==> config.mk <==
export PLATFORM = sky130hd
export DESIGN_NAME = datamem_rmw
export DESIGN_NICKNAME = d
export VERILOG_FILES = /design/src/rtl/datamem_rmw.sv
export SDC_FILE = /design/constraint.sdc
export NUM_CORES = 2
export LEC_CHECK = 0
export BUFFER_PORTS_ARGS = -buffer_cell sky130_fd_sc_hd__buf_4
export CORE_MARGIN = 1
export CORE_UTILIZATION = 40
export CTS_CLUSTER_SIZE = 40
export DETAILED_ROUTE_END_ITERATION = 12
export HOLD_SLACK_MARGIN = 0.06
export SKIP_LAST_GASP = 1
export SYNTH_ARGS = -nofsm -noshare
export SYNTH_HDL_FRONTEND = slang
export SYNTH_SLANG_ARGS = --single-unit
==> constraint.sdc <==
create_clock -name clk -period 25.8 [get_ports clk]
set_input_delay 6.45 -clock clk [delete_from_list [all_inputs] [get_ports clk]]
set_output_delay 6.45 -clock clk [all_outputs]
set_load 0.02 [all_outputs]
==> src/rtl/datamem_rmw.sv <==
`default_nettype none
// ============================================================================
//  Module      : datamem_rmw
//  Description : Word-organised data memory with req/ready handshake,
//                registered reads, half-word reads (zero-extended) and
//                half-word writes performed as a 2-cycle read-modify-write.
//                An optional sequencer clears every location after reset.
//  Revision    : 1.0  initial release
// ============================================================================
module datamem_rmw #(
  parameter int DW             = 8,
  parameter int AW             = 8,
  parameter int CLEAR_ON_RESET = 1
) (
  input  logic          clk,
  input  logic          reset,
  input  logic          req,
  output logic          ready,
  input  logic          memWrite,
  input  logic [1:0]    sel,
  input  logic [AW-1:0] dataAddress,
  input  logic [DW-1:0] data,
  output logic [DW-1:0] dataOut,
  output logic          rdValid,
  output logic          busy,
  output logic          err
);

  localparam int HW    = DW / 2;
  localparam int DEPTH = 2 ** AW;

  localparam logic [1:0] S_INIT = 2'd0;
  localparam logic [1:0] S_IDLE = 2'd1;
  localparam logic [1:0] S_RMW  = 2'd2;

  logic [1:0]    state;
  logic [AW-1:0] clr_cnt;
  logic [AW-1:0] rmw_addr;
  logic [HW-1:0] rmw_half;
  logic          rmw_hi;
  logic [DW-1:0] hold;
  logic [DW-1:0] core [DEPTH];

  logic          accept;
  logic [DW-1:0] rd_word;
  logic [DW-1:0] rd_field;
  logic          mem_we;
  logic [AW-1:0] mem_waddr;
  logic [DW-1:0] mem_wdata;

  assign ready  = (state == S_IDLE);
  assign busy   = (state == S_INIT);
  assign accept = req & ready;

  // Asynchronous array read feeding both the read path and the RMW snapshot.
  assign rd_word = core[dataAddress];

  // Select the requested field; halves are zero-extended to full width.
  always_comb begin
    rd_field = rd_word;
    case (sel)
      2'd1:    rd_field = {{HW{1'b0}}, rd_word[HW-1:0]};
      2'd2:    rd_field = {{HW{1'b0}}, rd_word[DW-1:HW]};
      default: rd_field = rd_word;
    endcase
  end

  // Single write port shared by clear, full-word write and RMW merge; reset blocks all writes.
  always_comb begin
    mem_we    = 1'b0;
    mem_waddr = dataAddress;
    mem_wdata = data;
    if (!reset) begin
      case (state)
        S_INIT: begin
          mem_we    = 1'b1;
          mem_waddr = clr_cnt;
          mem_wdata = '0;
        end
        S_IDLE: begin
          mem_we = accept & memWrite & (sel == 2'd0);
        end
        S_RMW: begin
          mem_we    = 1'b1;
          mem_waddr = rmw_addr;
          mem_wdata = rmw_hi ? {rmw_half, hold[HW-1:0]} : {hold[DW-1:HW], rmw_half};
        end
        default: mem_we = 1'b0;
      endcase
    end
  end

  // Storage array, whole-word writes only.
  always_ff @(posedge clk) begin
    if (mem_we) core[mem_waddr] <= mem_wdata;
  end

  // Capture half-write context and the current word for the merge cycle.
  always_ff @(posedge clk) begin
    if (accept && memWrite && (sel == 2'd1 || sel == 2'd2)) begin
      rmw_addr <= dataAddress;
      rmw_half <= data[HW-1:0];
      rmw_hi   <= sel[1];
      hold     <= rd_word;
    end
  end

  // Control sequencing, read result register and status pulses.
  always_ff @(posedge clk) begin
    if (reset) begin
      state   <= (CLEAR_ON_RESET != 0) ? S_INIT : S_IDLE;
      clr_cnt <= '0;
      dataOut <= '0;
      rdValid <= 1'b0;
      err     <= 1'b0;
    end else begin
      rdValid <= 1'b0;
      err     <= 1'b0;
      case (state)
        S_INIT: begin
          clr_cnt <= clr_cnt + 1'b1;
          if (&clr_cnt) state <= S_IDLE;
        end
        S_IDLE: begin
          if (accept) begin
            if (sel == 2'd3) begin
              err <= 1'b1;
            end else if (!memWrite) begin
              dataOut <= rd_field;
              rdValid <= 1'b1;
            end else if (sel != 2'd0) begin
              state <= S_RMW;
            end
          end
        end
        S_RMW:   state <= S_IDLE;
        default: state <= S_IDLE;
      endcase
    end
  end

endmodule
`default_nettype wire

---- Word-level counts from Yosys, hierarchy flattened ----
Memory sizes are Yosys's and may differ from the RTL's.
Index checks and enable logic that the tools add are counted.
cells by class
  $add $sub $neg .......................... 1
  equality and inequality tests ........... 10
  bitwise logic cells ..................... 7
  mux-type cells .......................... 18
  reductions and logical operators ........ 12
operator list
  operator                                                                  number
  8-bit case mux with 2 select lines                                        3
  8-bit two-way mux                                                         3
  2-bit two-way mux                                                         5
  8-bit by 1-bit adder with 8-bit output (second input constant)            1
  2-bit by 1-bit inequality test with 1-bit output (second input constant)  4
  8-bit AND reduction                                                       1
  2-bit == test (second input constant)                                     3
  1-bit two-way mux                                                         5
  5-bit AND reduction                                                       1
  2-bit by 1-bit == test with 1-bit output (second input constant)          2
  2-bit zero test                                                           2
  1-bit inverter                                                            4
  2-bit case mux with 2 select lines                                        1
  4-bit AND reduction                                                       1
  4-bit OR reduction                                                        1
  1-bit bitwise AND                                                         3
  3-bit OR reduction                                                        1
  1-bit logical AND                                                         2
  2-bit inequality test (second input constant)                             1
  1-bit case mux with 2 select lines                                        1
  2-bit nonzero test                                                        1
  2-bit OR reduction                                                        1
  1-bit logical OR                                                          1
storage, ports and cells
  bits in registers ....................... 41
  memories ................................ 1
  input port bits ......................... 22
  memory bits (writable) .................. 2048
  output and inout bits ................... 12
memories
  name  depth  bits a word  read ports  clocked after memory_dff  write ports  RTL line  source
  core  256    8            1           0                         1            42        logic [DW-1:0] core [DEPTH];

---- Longest topological paths before layout ----
  word-level depth ........................ 8
  mapped depth ............................ 13
  depth with buffers taken out ............ 8

---- Worst setup path after synthesis ----
Ideal clock, no wire load.
  path kind ............................... input to register
  from .................................... input port reset
  to ...................................... memory core[0][0], data pin
  library setup time ...................... 2.187 ns
  path buffers ............................ 1
  cell stages on the path ................. 4
  data arrival time ....................... 17.165 ns
  path slack .............................. 6.448 ns
  cells stage by stage .................... nor2_1 clkbuf_1 nand2_1 o21ai_0
between the ends
  word-level cells in the longest chain between the ends .. 1
RTL lines
  element            RTL line  source
  start, declared    16        input logic reset,
  8-bit two-way mux  73        if (!reset) begin
  via mem_wdata[0]   49        logic [DW-1:0] mem_wdata;
  end, declared      42
The timed path passes the listed nets, and every way through them passes these cells.

---- Worst setup path in the final report ----
  from .................................... input port dataAddress[0]
  to ...................................... register dataOut[3]
between the ends
  word-level cells in the longest chain between the ends .. 2
RTL lines
  element                             RTL line  source
  start, declared                     21        input logic [AW-1:0] dataAddress,
  memory 256 x 8 bit                  -
  via rd_word[3]                      45        logic [DW-1:0] rd_word;
  8-bit case mux with 2 select lines  61        case (sel)
  end signal, assigned                129       dataOut <= rd_field;
  end, declared                       23        output logic [DW-1:0] dataOut,
The timed path passes the listed nets, and every way through them passes these cells.
A chain may end at the register's enable or synchronous reset.

==> implementation parameters <==
Parameter                              Value

Status
  Run status ... finished, violations left
  Violations in the final reports ... capacitance limit, slew limit

Synth
  Async S/R FF share, synth ... 0%
  Xor and xnor fraction of the mapped netlist area ... 0.0538%
  #FFs+latches synth ... 2089
  Post-synth design cell area ... 81300 um^2
  Adder and majority cell fraction of the synthesized area ... 0.0769%
  Number of enable-type register cells in the synthesized netlist ... between 2000 and 2500
  Area share of and/or/nand/nor cells after synthesis ... slightly below 3%
  Main combinational cell family by area after synthesis ... multiplexers
  Mapped Nets ... between 3000 and 4000
  Seq/Total Area, Yosys ... a little under 80%
  Fraction of the mapped netlist area in compound gates ... 3.59%
  Synthesized area divided by synthesized cell count ... approximately 21 um^2
  Multiplexer area fraction after synthesis ... between 10% and 20%
  Synth Warn # ... 0
  Dominant synthesized flop cell ... sky130_fd_sc_hd__edfxtp_1
  Unique cell type count in the Yosys netlist ... between 60 and 70
  Number of cells produced by synthesis ... 3928

Power
  Largest vdd supply drop ... between 0.07 and 0.08 mV
  Power density normalized to cell area ... around 77 nW/um^2
  Leakage power ... around 28 nW

Detailed routing
  Violation count after the first detailed-routing iteration ... around 4800
  Drt total wl ... roughly 210000 um
  Via density per instance ... between 5 and 6
  Number of optimization iterations in the first detailed-route pass ... 6
  Detail Route met2 WL ... about 96000 um
  Top layer in use ... met5
  Avg WL per Cell ... 30.3 um
  Post-DRT Antenna Nets ... 0
  Drt drc ... 0
  Met3 wire length ... approximately 19000 um
  Total number of vias ... around 40000
  Wire length on met1 ... around 86000 um

Global routing
  Maximum number of pins on one net before global-route repair ... approximately 170
  Vias in the first global route ... between 30000 and 40000
  Number of antenna violations at the first check in global routing ... 7
  Overall global routing resource usage ... roughly 20%
  Overall overflow remaining after global route ... 0
  Wire length of the first global-routing pass ... around 300000 um

Run
  Max-cap violations ... 1

STA
  RSZ-0062 raised after global routing ... false
  Headroom to the max-slew limit ... -4.34%
  Final worst-path cycle share ... a little over two fifths
  Slew at the pin closest to its max-slew limit ... between 1.5 and 2 ns
  Upper clock frequency limit ... 0.0904 GHz
  Max Slew Vio Count ... 2
  Clk_skew ... 0.0440 ns
  Final TNS setup ... 0 ns
  Count of final setup violators ... 0
  Min Tclk post-route ... between 10 and 15 ns
  Final number of hold-violating endpoints ... 0

Setup path
  Dominant cell type by count on the critical path ... sky130_fd_sc_hd__buf_12
  Crit Path Class ... in -> reg
  CP max FO ... between 90 and 100
  Slowest cell on the critical path ... sky130_fd_sc_hd__nor3_1
  Data required time at the worst endpoint ... around 27 ns
  Worst path top cell family by delay ... buffers and inverters
  Critical path cell sequence ... buf_8 > buf_12 > buf_4 > buf_12 > mux4_2 > a22o_1 > a221oi_1 > o32ai_1 > nor3_1 > nor4_2 > nand2_1 > a311oi_2
  CP Data Arrival Time ... ~12 ns
  Capturing element type of the critical path ... register
  Largest incremental delay on the critical path ... between 0.7 and 0.8 ns
  Category of the worst setup path launch point ... primary input
  Buffering stage count on the worst path with inverters included ... 4

Clocking
  Maximum buffer depth of the clock tree ... 3
  Post-cts hold buffer count ... 0
  CTS resizes ... 0
  Post-CTS setup repair buffer count ... 0
  Clock transition at the register clock pins on the worst setup and hold paths after CTS ... around 0.060 ns
  Master cell of the clock root buffer ... sky130_fd_sc_hd__clkbuf_16
  Count of clock tree sinks ... 2089
  TritonCTS Buffers ... about 200
  Deepest level of the CTS H-tree ... 4
  Clock latency of the later-clocked register in the worst-skew pair ... between 0.8 and 0.9 ns
  Clock tree from TritonCTS ... done

Floorplanning
  Core ar. ... 202000 um^2
  Die Area ... a little over 200000 um^2
  Std-Cell Rows ... 165
  DIE HEIGHT ... ~450 um
  Effective utilization at floorplan ... between 40% and 50%
  Die outline width ... 453 um
  IO Count ... 34

Finish
  Count of filler cells inserted in the layout ... 16900
  Area occupied by multi-input gates ... 17500 um^2
  Sequential cell area in the final layout ... roughly 63000 um^2
  Layout-stage area growth over the synthesis result ... 11.6%
  Finished Core Util ... 44.9%
  Nets ... about 4000
  Fraction of layout cells with a size suffix above 1 ... between 20% and 30%

Place
  Placed wire-length estimate after detailed placement ... 125000 um
  PortBufs ... 33
  Final GP Congestion ... a little over 0.8

Hold path
  Worst hold path type ... reg -> reg
worst register-to-register path, cell delays in order (launching register included):
cell	delay (ns)
sky130_fd_sc_hd__dfxtp_1	0.51
sky130_fd_sc_hd__nor2b_1	0.27
sky130_fd_sc_hd__nand2_1	0.23
sky130_fd_sc_hd__nor2_1	0.20
sky130_fd_sc_hd__nand3_1	0.10
sky130_fd_sc_hd__nand2_1	0.63
sky130_fd_sc_hd__nand3_2	1.14
sky130_fd_sc_hd__nor2_1	1.23
layout make-up:
type / count / area share (%)
Timing Repair Buffer: 116 / 1.02
Sequential cell: 2089 / 68.9
Tap cell: 2672 / 3.68
Clock inverter: 122 / 1.28
Multi-Input combinational cell: 1601 / 19.3
Antenna cell: 7 / 0.0193
Inverter: 3 / 0.0124
Clock buffer: 248 / 5.81
logic make-up after synthesis:
logic type                 Yosys count
adders and majority gates            5
muxes                              632
buffers and inverters              238
DFF                               2089
and+or+nand+nor                    541
xor gates and xnor gates             5
AOI/OAI and AO/OA                  418
sequential cells by signal (all words and copies together), names as in the netlist, 2 cells and up:
register / count
state: 2
rmw_addr: 8
dataOut: 8
core: 2048
rmw_half: 4
hold: 8
clr_cnt: 8
final timing paths:
path | to | slack, ns | startpoint | cells after the start
hold / removal | clr_cnt[7]$_SDFFE_PP0N_ | 0.53 | clr_cnt[7]$_SDFFE_PP0N_ | 2
setup reg to reg | core[84][6]$_DFFE_PP_ | 21.07 | state[1]$_SDFFE_PP0P_ | 7
hold reg to reg | clr_cnt[7]$_SDFFE_PP0N_ | 0.53 | clr_cnt[7]$_SDFFE_PP0N_ | 2
setup / recovery | dataOut[3]$_SDFFE_PP0P_ | 14.73 | dataAddress[0] | 12
cells in the mapped netlist, types with 4 or more instances:
library cell / count / area (um^2)
sky130_fd_sc_hd__a211oi_1: 5 / 37.5
sky130_fd_sc_hd__a21o_1: 8 / 60.1
sky130_fd_sc_hd__a21oi_1: 108 / 541
sky130_fd_sc_hd__a221oi_1: 14 / 123
sky130_fd_sc_hd__a22o_1: 7 / 61.3
sky130_fd_sc_hd__a22oi_1: 142 / 1070
sky130_fd_sc_hd__a31oi_1: 9 / 56.3
sky130_fd_sc_hd__a32oi_1: 4 / 35.0
sky130_fd_sc_hd__and3_1: 5 / 31.3
sky130_fd_sc_hd__buf_1: 7 / 26.3
sky130_fd_sc_hd__buf_12: 11 / 220
sky130_fd_sc_hd__buf_2: 54 / 270
sky130_fd_sc_hd__buf_4: 23 / 173
sky130_fd_sc_hd__buf_6: 29 / 327
sky130_fd_sc_hd__buf_8: 8 / 120
sky130_fd_sc_hd__clkbuf_1: 103 / 387
sky130_fd_sc_hd__dfxtp_1: 20 / 400
sky130_fd_sc_hd__edfxtp_1: 2069 / 62100
sky130_fd_sc_hd__ha_1: 5 / 62.6
sky130_fd_sc_hd__mux2_2: 5 / 56.3
sky130_fd_sc_hd__mux2i_1: 188 / 1880
sky130_fd_sc_hd__mux4_2: 439 / 9890
sky130_fd_sc_hd__nand2_1: 70 / 263
sky130_fd_sc_hd__nand2b_1: 9 / 56.3
sky130_fd_sc_hd__nand3_1: 43 / 215
sky130_fd_sc_hd__nand4_1: 11 / 68.8
sky130_fd_sc_hd__nor2_1: 311 / 1170
sky130_fd_sc_hd__nor2b_1: 19 / 119
sky130_fd_sc_hd__nor3_1: 22 / 110
sky130_fd_sc_hd__nor4_1: 21 / 131
sky130_fd_sc_hd__nor4_2: 6 / 75.1
sky130_fd_sc_hd__o211ai_1: 11 / 82.6
sky130_fd_sc_hd__o21ai_0: 16 / 80.1
sky130_fd_sc_hd__o221ai_1: 38 / 333
sky130_fd_sc_hd__o22ai_1: 32 / 200
sky130_fd_sc_hd__o32ai_1: 5 / 43.8
sky130_fd_sc_hd__or2_2: 4 / 25.0
sky130_fd_sc_hd__xor2_1: 4 / 35.0
per-stage QoR:
stage / std cells / hold slack (ns) / setup WS [ns] / total power (W) / cell area (um^2)
finish: 6858 / 0.527 / 14.73 / 0.00698 / 90700
floorplan: 3928 / 0.471 / 6.45 / 0.00406 / 81300
global route: 6852 / 0.550 / 14.45 / 0.00715 / 90700
global placement: 6481 / 0.483 / 13.77 / 0.00415 / 84300
detailed placement: 6481 / 0.511 / 13.85 / 0.00415 / 84300
CTS: 6851 / 0.520 / 14.75 / 0.00701 / 90700
layout by cell type (no fill, tap or decap), drive strengths merged, types with 6 or more instances in the layout:
cell type / netlist / routed
edfxtp: 2069 / 2069
mux4: 439 / 439
nor2: 311 / 311
clkbuf: 103 / 248
mux2i: 188 / 188
a22oi: 143 / 143
buf: 132 / 116
a21oi: 108 / 108
clkinv: 0 / 92
nand2: 70 / 70
nand3: 43 / 43
o221ai: 39 / 39
o22ai: 32 / 32
nor4: 27 / 27
nor3: 23 / 23
dfxtp: 20 / 20
nor2b: 19 / 19
bufinv: 0 / 18
o21ai: 16 / 16
a221oi: 14 / 14
o211ai: 11 / 11
nand4: 11 / 11
a31oi: 9 / 9
nand2b: 9 / 9
a21o: 8 / 8
inv: 3 / 8
diode: 0 / 7
a22o: 7 / 7
clkinvlp: 0 / 7
a211oi: 6 / 6
o32ai: 6 / 6
layer usage:
metal | track usage, % | vias to the layer above
met5 | 0 | -
met4 | 6.58 | 2
met3 | 4.52 | 322
met2 | 31.1 | 1833
met1 | 28.6 | 21400
li1 | - | 16600
power breakdown:
group          switching, W  internal [W]  total, W
logic              0.000236      0.000107  0.000342
clock network       0.00126       0.00163   0.00289
registers        0.00000158       0.00374   0.00374
No activity file was read; power rests on OpenSTA's default activity.
